### src/rtl/t02_fetch.sv
// t02_fetch: single-outstanding instruction fetch stage.
// Issues one word read at a time, holds the result for decode under stall, and
// handles branch redirects that arrive before, with, or after the memory ack.
// Optional build macro: T02_FETCH_ALIGN_CHECK_EN adds a registered one-cycle
// fetch_err pulse on a misaligned redirect target; without it fetch_err is 0.
module t02_fetch #(
  parameter logic [31:0] RESET_PC  = 32'h0000_0000,
  parameter logic [31:0] NOP_INSTR = 32'h0000_0013
) (
  input  logic        clk,
  input  logic        nRst,
  output logic        mem_req,
  output logic [31:0] mem_addr,
  input  logic        mem_ack,
  input  logic [31:0] mem_rdata,
  input  logic        redirect_en,
  input  logic [31:0] redirect_pc,
  input  logic        stall,
  output logic [31:0] instruction,
  output logic [31:0] pc_out,
  output logic        instr_valid,
  output logic        fetch_err
);

  typedef enum logic [1:0] {StFetch, StValid, StFlush} state_e;

  state_e      state_q;
  logic [31:0] pc_q;
  logic [31:0] pc_out_q;
  logic [31:0] instr_q;
  logic [31:0] target_q;
  logic        valid_q;
  logic [31:0] redirect_tgt;

  // Targets are always word aligned; low bits are simply dropped.
  assign redirect_tgt = redirect_pc & 32'hFFFF_FFFC;

  // The request stays up in FLUSH so the address never changes before the ack.
  assign mem_req     = (state_q != StValid);
  assign mem_addr    = pc_q;
  assign instruction = instr_q;
  assign pc_out      = pc_out_q;
  assign instr_valid = valid_q;

  // Fetch FSM with registered pc, held instruction and flush target.
  always_ff @(posedge clk or negedge nRst) begin
    if (!nRst) begin
      state_q  <= StFetch;
      pc_q     <= RESET_PC;
      pc_out_q <= RESET_PC;
      instr_q  <= NOP_INSTR;
      target_q <= 32'h0;
      valid_q  <= 1'b0;
    end else begin
      unique case (state_q)
        StFetch: begin
          if (redirect_en && mem_ack) begin
            // Data belongs to the wrong path; drop it and refetch at once.
            pc_q <= redirect_tgt;
          end else if (redirect_en) begin
            target_q <= redirect_tgt;
            state_q  <= StFlush;
          end else if (mem_ack) begin
            instr_q  <= mem_rdata;
            pc_out_q <= pc_q;
            valid_q  <= 1'b1;
            pc_q     <= pc_q + 32'd4;
            state_q  <= StValid;
          end
        end
        StValid: begin
          if (redirect_en) begin
            valid_q <= 1'b0;
            instr_q <= NOP_INSTR;
            pc_q    <= redirect_tgt;
            state_q <= StFetch;
          end else if (!stall) begin
            valid_q <= 1'b0;
            instr_q <= NOP_INSTR;
            state_q <= StFetch;
          end
        end
        StFlush: begin
          // A newer redirect replaces the pending target, even on the ack cycle.
          if (mem_ack) begin
            pc_q    <= redirect_en ? redirect_tgt : target_q;
            state_q <= StFetch;
          end else if (redirect_en) begin
            target_q <= redirect_tgt;
          end
        end
        default: state_q <= StFetch;
      endcase
    end
  end

`ifdef T02_FETCH_ALIGN_CHECK_EN
  logic err_q;

  // One-cycle flag for a redirect whose target had nonzero low bits.
  always_ff @(posedge clk or negedge nRst) begin
    if (!nRst) begin
      err_q <= 1'b0;
    end else begin
      err_q <= redirect_en && (redirect_pc[1:0] != 2'b00);
    end
  end

  assign fetch_err = err_q;
`else
  assign fetch_err = 1'b0;
`endif

endmodule

### config.mk
export PLATFORM = sky130hd
export DESIGN_NAME = t02_fetch
export DESIGN_NICKNAME = d
export VERILOG_FILES = /design/src/rtl/t02_fetch.sv
export SDC_FILE = /design/constraint.sdc
export NUM_CORES = 1
export LEC_CHECK = 0
export CORE_MARGIN = 2
export CORE_UTILIZATION = 50
export DETAILED_ROUTE_END_ITERATION = 8
export PLACE_DENSITY = 0.78
export SLEW_MARGIN = 20
export SYNTH_ARGS = -nofsm -noshare
export SYNTH_HDL_FRONTEND = slang
export SYNTH_SLANG_ARGS = --single-unit
### constraint.sdc
create_clock -name clk -period 3 [get_ports clk]
set_input_delay 0.9 -clock clk [delete_from_list [all_inputs] [get_ports clk]]
set_output_delay 0.9 -clock clk [all_outputs]
set_load 0.01 [all_outputs]
Word-level counts from Yosys, hierarchy flattened
Cells that the tools add are included.
{ "word_totals": {"ff_bits": 131, "in_bits": 69, "output_inout_bits": 99, "word_cells": 61} }
{ "classes": {"n_mux": 29, "n_eq_ne": 13, "bitwise_logic": 2, "add_sub_neg": 1, "n_reduce_logical": 10} }
{ "op_table": {"columns": ["op", "n"], "rows": [
  ["32-bit 2-to-1 mux", 13],
  ["32-bit case mux with 2 select lines", 2],
  ["32-bit case mux with 3 select lines", 1],
  ["32-bit by 3-bit adder with 32-bit output (second input constant)", 1],
  ["2-bit 2-to-1 mux", 6],
  ["2-bit inequality test (second input constant)", 6],
  ["3-bit inequality test (second input constant)", 4],
  ["5-bit AND reduction", 2],
  ["4-bit AND reduction", 2],
  ["2-bit case mux with 3 select lines", 1],
  ["1-bit 2-to-1 mux", 5],
  ["2-bit nonzero test", 2],
  ["3-bit AND reduction", 1],
  ["3-bit nonzero test", 1],
  ["2-bit by 1-bit equality test with 1-bit output (second input constant)", 1],
  ["2-bit equality test (second input constant)", 1],
  ["2-bit zero test", 1],
  ["2-bit by 1-bit inequality test with 1-bit output (second input constant)", 1],
  ["1-bit NOT", 2],
  ["1-bit case mux with 2 select lines", 1],
  ["1-bit logical AND", 1]
]} }

Depth between registers and ports, before layout
Gate-level depths: netlist of the first run.
{ "depth": {"depth_word": 5, "depth_mapped": 10, "depth_no_buf": 7} }

Worst setup path before layout of the first run
No wires, ideal clock.
{ "synth_path": {"path_type": "input-to-reg", "start": "input port mem_ack", "end": "register pc_q[23], in the netlist mem_addr[23]", "arrival_time_ps": 2335, "t_required_ps": 2864, "path_slack_ps": 530, "setup_time_ps": 136, "path_buffers": 3, "stages": 7, "path_cell_list": "clkbuf_1 o21ba_2 or3_1 clkbuf_1 clkbuf_1 a221oi_1 o21ai_0"} }
{ "synth_between": {"elab_chain_len": 3, "elab_cells_between_ends": 7, "classes_between": "3 x eq/ne; 2 x mux; 2 x reduce/logical"} }
{ "synth_rtl": {"columns": ["element", "line", "text"], "rows": [
  ["start: declaration", "14", "input logic mem_ack,"],
  ["1-bit logical AND", "57", "if (redirect_en && mem_ack) begin"],
  ["3-bit inequality test (no line) or 32-bit 2-to-1 mux (tied branches)", null, null],
  ["5-bit AND reduction (no line) or 32-bit case mux with 3 select lines (tied branches)", null, null],
  ["end signal: assignment", "59", "pc_q <= redirect_tgt;"],
  ["end signal: assignment", "67", "pc_q <= pc_q + 32'd4;"],
  ["end signal: assignment", "75", "pc_q <= redirect_tgt;"],
  ["end: declaration", "28", "logic [31:0] pc_q;"]
]} }
Parallel ways exist; a longest one is shown, timed or not.
A chain may end at the register's enable or synchronous reset.

Final worst setup path of the first run
{ "layout_path": {"start": "register state_q[0]", "end": "output port mem_req"} }
{ "layout_between": {"elab_chain_len": 1} }
{ "layout_rtl": {"columns": ["element", "line", "text"], "rows": [
  ["start: declaration", "27", "state_e state_q;"],
  ["start signal: assignment", "48", "state_q <= StFetch;"],
  ["start signal: assignment", "62", "state_q <= StFlush;"],
  ["start signal: assignment", "68", "state_q <= StValid;"],
  ["2-bit by 1-bit inequality test with 1-bit output", "39", "assign mem_req = (state_q != StValid);"],
  ["end: declaration", "12", "output logic mem_req,"]
]} }
Every way passes these cells.

==> reports/qor.csv, run 1 <==
metric,value,unit
syn2layout_area_growth,38.76,%
rows,41,
yosysWarnings,0,
post_cts_buffers,0,
mostFrequentLayoutCell,clkdlybuf4s50_1,
rrSetupSlack,340,ps
cp.buffers_inverters,2,
die_height,118.9,µm
routabilityCongestion,0.8962,
status,completed,
cpPeakStageDelay,560,ps
diodes,0,
slew_headroom,51.71,%
synth_edf_count,0,
clock_skew,7.086,ps
critPathKind,reg2out,
route.detailed.drc,0,
syn_inst,622,
min_path_type,in2async,
drive_above_1_share,17.87,%
ctsHoldBuffers,0,
nets,866,
design.die.area,14130,µm²
worst_slew_pin_slew,722.6,ps
area.sequential,3282,µm²
cts_buffers,17,
io_buffers,164,
wl_per_cell,20.14,µm
fin_crit,2744,ps
dp.cells,946,
syn-cell-area,6599,µm²
cts.path.max_buffers,2,
dp_hpwl,13440,µm
seq_area_frac_synth,49.73,%
ir_drop,0.6546,mV
drtAntennaViolNets,0,
die_w,118.9,µm
whs,446.8,ps
yosysTopAreaCell,dfrtp_1,
io_pins,168,
grt_antenna_before_repair,0,
arrival,1840,ps
yosysTopAreaCellShare,48.54,%
hold_viol_final,0,
insertion_delay,410,ps
setup_viol,0,
rsz0062_at_grt,no,
drt_first_iter_violations,473,
fin_cells,978,
gr-total-overflow,0,
syn_avg_cell_area,10.61,µm²
grt_pass1_wl,31900,µm
leakagePower,0.003856,µW
yosys_register_bits,131,
h-tree-depth,4,
clkTransAtPathRegs,60,ps
vias,6031,
critPathMaxFanout,7,
final_cell_mix,"clkdlybuf4s50_1, dfrtp_1, mux2_2",
synth.distinct_cells,54,
synthTopCellsByArea,"dfrtp_1, mux2_2, a22o_1",
cp-end-kind,output port,
cts_resized,0,
slew_viol_final,0,
period_share,91.48,%
grtUsageTotal,28.45,%
ys_async_sr_fraction,100.0,%
clockRootBuffer,clkbuf_16,
cap_viol_max_count,0,
core,12770,µm²
drt_pass1_iterations,7,
multiInputGateArea,3068,µm²
first_global_vias,6082,
clock-sinks,131,
cts_tree,built,
p_per_area,1153,nW/µm²
syn_nets,695,
cp_cell_sequence,"ha_1, inv_1, clkdlybuf4s50_1",
grt_max_degree,62,
initial_utilization,51.66,%
fillCellCount,923,
cpLargestDelayFamily,buffers and inverters,
viasPerCell,6.167,
crit_required,2100,ps
slowest_stage,clkdlybuf4s50_1,
fmax,364.4,MHz
synth_flop_cell,dfrtp_1,
wirelength,19700,µm
cp-start-kind,flop,
==> routing by layer <==
| layer | track usage (%) | wire length (µm) |
|---|---|---|
| met5 | 0 | 0 |
| met2 | 46.55 | 9772 |
| met4 | 11.31 | 447 |
| met1 | 36.49 | 8025 |
| met3 | 6.849 | 1451 |
==> through the flow <==
step | instance area (µm²) | power (µW) | util, % | setup slack [ps] | setup TNS (ps)
2_1_floorplan | 6599 | 6059 | - | 529.6 | 0
3_3_place_gp | 8553 | 8155 | 66.96 | -25.90 | -515.8
3_5_place_dp | 8553 | 8377 | 66.96 | -172.2 | -4645
4_1_cts | 9151 | 10530 | 71.64 | 247.9 | 0
5_1_grt | 9156 | 11140 | 71.68 | 197.0 | 0
6_report | 9156 | 10560 | 71.68 | 255.5 | 0
==> flip-flops by register name, indices dropped and copies added (netlist names) <==
| register | cells |
|---|---|
| instr_valid | 1 |
| target_q | 32 |
| pc_out | 32 |
| mem_addr | 32 |
| instruction | 32 |
| state_q | 2 |
==> kinds of logic (layout without fill, tap and decap cells) <==
kind of cell | count (synthesis) | count (layout) | synth area share (%)
compound gates | 177 | 177 | 18.92
xor+xnor | 11 | 11 | 1.460
fa+ha+maj | 4 | 4 | 0.7585
buf+inv | 57 | 241 | 3.963
flops | 131 | 131 | 49.73
mux | 83 | 83 | 13.88
other cells | 1 | 1 | 0.05683
simple gates | 158 | 158 | 11.23
==> final timing paths <==
| check | cells past startpoint | endpoint | startpoint |
|---|---|---|---|
| max | 3 | mem_req | state_q[0] |
| min | 1 | pc_out[14] | nRst |
| max reg2reg | 7 | mem_addr[12] | state_q[0] |
| min reg2reg | 2 | pc_out[12] | pc_out[12] |
| max in group asynchronous | 2 | instruction[0] | nRst |
| min in group clk | 2 | pc_out[12] | pc_out[12] |
==> power breakdown <==
group | total (µW) | internal (µW) | switching, µW
clock | 2100 | 1350 | 751
sequential | 3250 | 2600 | 650
combinational | 5210 | 2610 | 2600
==> cell type report <==
type | instances | share of cell area (%)
Timing Repair Buffer | 199 | 21.36
Clock inverter | 9 | 1.421
Sequential cell | 131 | 35.84
Clock buffer | 23 | 5.111
Tap cell | 172 | 2.350
Inverter | 10 | 0.4099
Multi-Input combinational cell | 434 | 33.51
==> cell usage after synthesis (all sizes together) (5+ instances only) <==
cell type / n
o22ai: 5
o31ai: 7
or4: 5
nand3: 16
a221oi: 8
a22o: 36
a211oi: 10
or3: 5
buf: 18
nand2: 57
clkbuf: 29
xnor2: 7
mux2: 68
nand4: 6
o21ai: 38
nor3: 14
inv: 10
dfrtp: 128
nor2: 36
a21oi: 30
mux2i: 15
a22oi: 9
Power figures use the tool's default switching activity.
==> run 2: changes to the inputs <==
CORE_MARGIN = not set   (was 2)
REMOVE_ABC_BUFFERS = 1   (was not set)
==> reports/qor.csv, run 2 (synthesis results as in run 1) <==
metric,value,unit
fillCellCount,950,
p_per_area,1150,nW/µm²
clock_skew,7.218,ps
io_pins,168,
drive_above_1_share,16.75,%
grtUsageTotal,29.32,%
clock-sinks,131,
grt_max_degree,71,
dp.cells,940,
io_buffers,164,
vias,5870,
rsz0062_at_grt,no,
diodes,0,
initial_utilization,51.87,%
viasPerCell,6.039,
cts.path.max_buffers,2,
grt_use_met3,7.415,%
die_w,116.9,µm
grt_use_met1,37.39,%
hold_viol_final,0,
min_path_type,reg2reg,
ir_drop,0.7239,mV
wl_per_cell,19.49,µm
insertion_delay,410,ps
final_cell_mix,"clkdlybuf4s50_1, dfrtp_1, mux2_2",
clkTransAtPathRegs,50,ps
syn2layout_area_growth,37.98,%
grt_antenna_before_repair,0,
gr-total-overflow,0,
critPathKind,reg2out,
cts_tree,built,
critPathMaxFanout,7,
wirelength,18950,µm
ctsHoldBuffers,0,
tns,0,ps
design.die.area,13660,µm²
fmax,346.9,MHz
grt_pass1_wl,30420,µm
drt_first_iter_violations,484,
die_height,116.9,µm
status,completed,
nets,860,
whs,476.8,ps
worst_slew_pin_slew,686.0,ps
mostFrequentLayoutCell,clkdlybuf4s50_1,
arrival,1980,ps
route.detailed.drc,0,
cp-start-kind,flop,
crit_required,2100,ps
first_global_vias,5869,
fin_util,71.57,%
post_cts_buffers,0,
cts_buffers,17,
dp_hpwl,12550,µm
routabilityCongestion,0.9010,
cp-end-kind,output port,
cts_resized,0,
grt_use_met2,48.21,%
grt_busiest_layer,met2,
drt_pass1_iterations,5,
setup_viol,0,
leakagePower,0.003822,µW
cap_viol_max_count,0,
fin_crit,2883,ps
h-tree-depth,4,
period_share,96.10,%
clockRootBuffer,clkbuf_16,
fin_cells,972,
rows,41,
core,12720,µm²
drtAntennaViolNets,0,
slew_headroom,54.16,%
slew_viol_final,0,
## run 2: cell count changes in the layout (fill, tap and decap cells not counted), sizes merged
cell and change:
buf -6, clkbuf +5, clkinv -4, clkinvlp -1
## run 2: final cells by class
cell class	instances	area, µm²	share of cell area, %
clock inverter	4	95.09	1.044
clock buffer	28	496.7	5.456
multi-input combinational	434	3068	33.70
sequential	131	3282	36.05
timing repair buffer	193	1911	20.98
inverter	10	37.54	0.4123
tap	172	215.2	2.364
## run 2: final timing paths
path                              from              end  slack [ps]  cells after the start
setup / recovery            state_q[1]          mem_req         120                      4
hold / removal             instr_valid      instr_valid         480                      1
setup reg to reg           mem_addr[7]     mem_addr[27]         510                      5
hold reg to reg            instr_valid      instr_valid         480                      1
max in group asynchronous         nRst  instruction[11]        1720                      2
min in group asynchronous         nRst      target_q[0]         490                      1
## run 2: layer usage
metal	share of wire, %	vias to the layer above	wire length, µm
met3	7.3	43	1388
met5	0	-	0
li1	-	2654	-
met2	50	278	9379
met4	2.6	0	486
met1	41	2895	7691
## run 2: power breakdown
part           switching [µW]  leakage, µW  internal [µW]  total [µW]
Sequential                650      0.00162           2600        3250
Clock                     722     0.000287           1370        2100
Combinational            2540      0.00191           2580        5120
## run 2: metrics by stage
| stage | worst slack [ps] | power (µW) | area [µm²] |
|---|---|---|---|
| 3_3_place_gp | -68.25 | 8072 | 8508 |
| 4_1_cts | 130.7 | 10460 | 9100 |
| 3_5_place_dp | -119.2 | 8277 | 8508 |
| 5_1_grt | 37.16 | 11100 | 9105 |
| 6_report | 116.9 | 10470 | 9105 |
| 2_1_floorplan | -493.5 | 5880 | 6375 |
## run 2: critical path, stage by stage (launching register included)
cell and delay, ps:
dfrtp_1 420, inv_1 120, ha_1 340, inv_1 170, clkdlybuf4s50_1 520
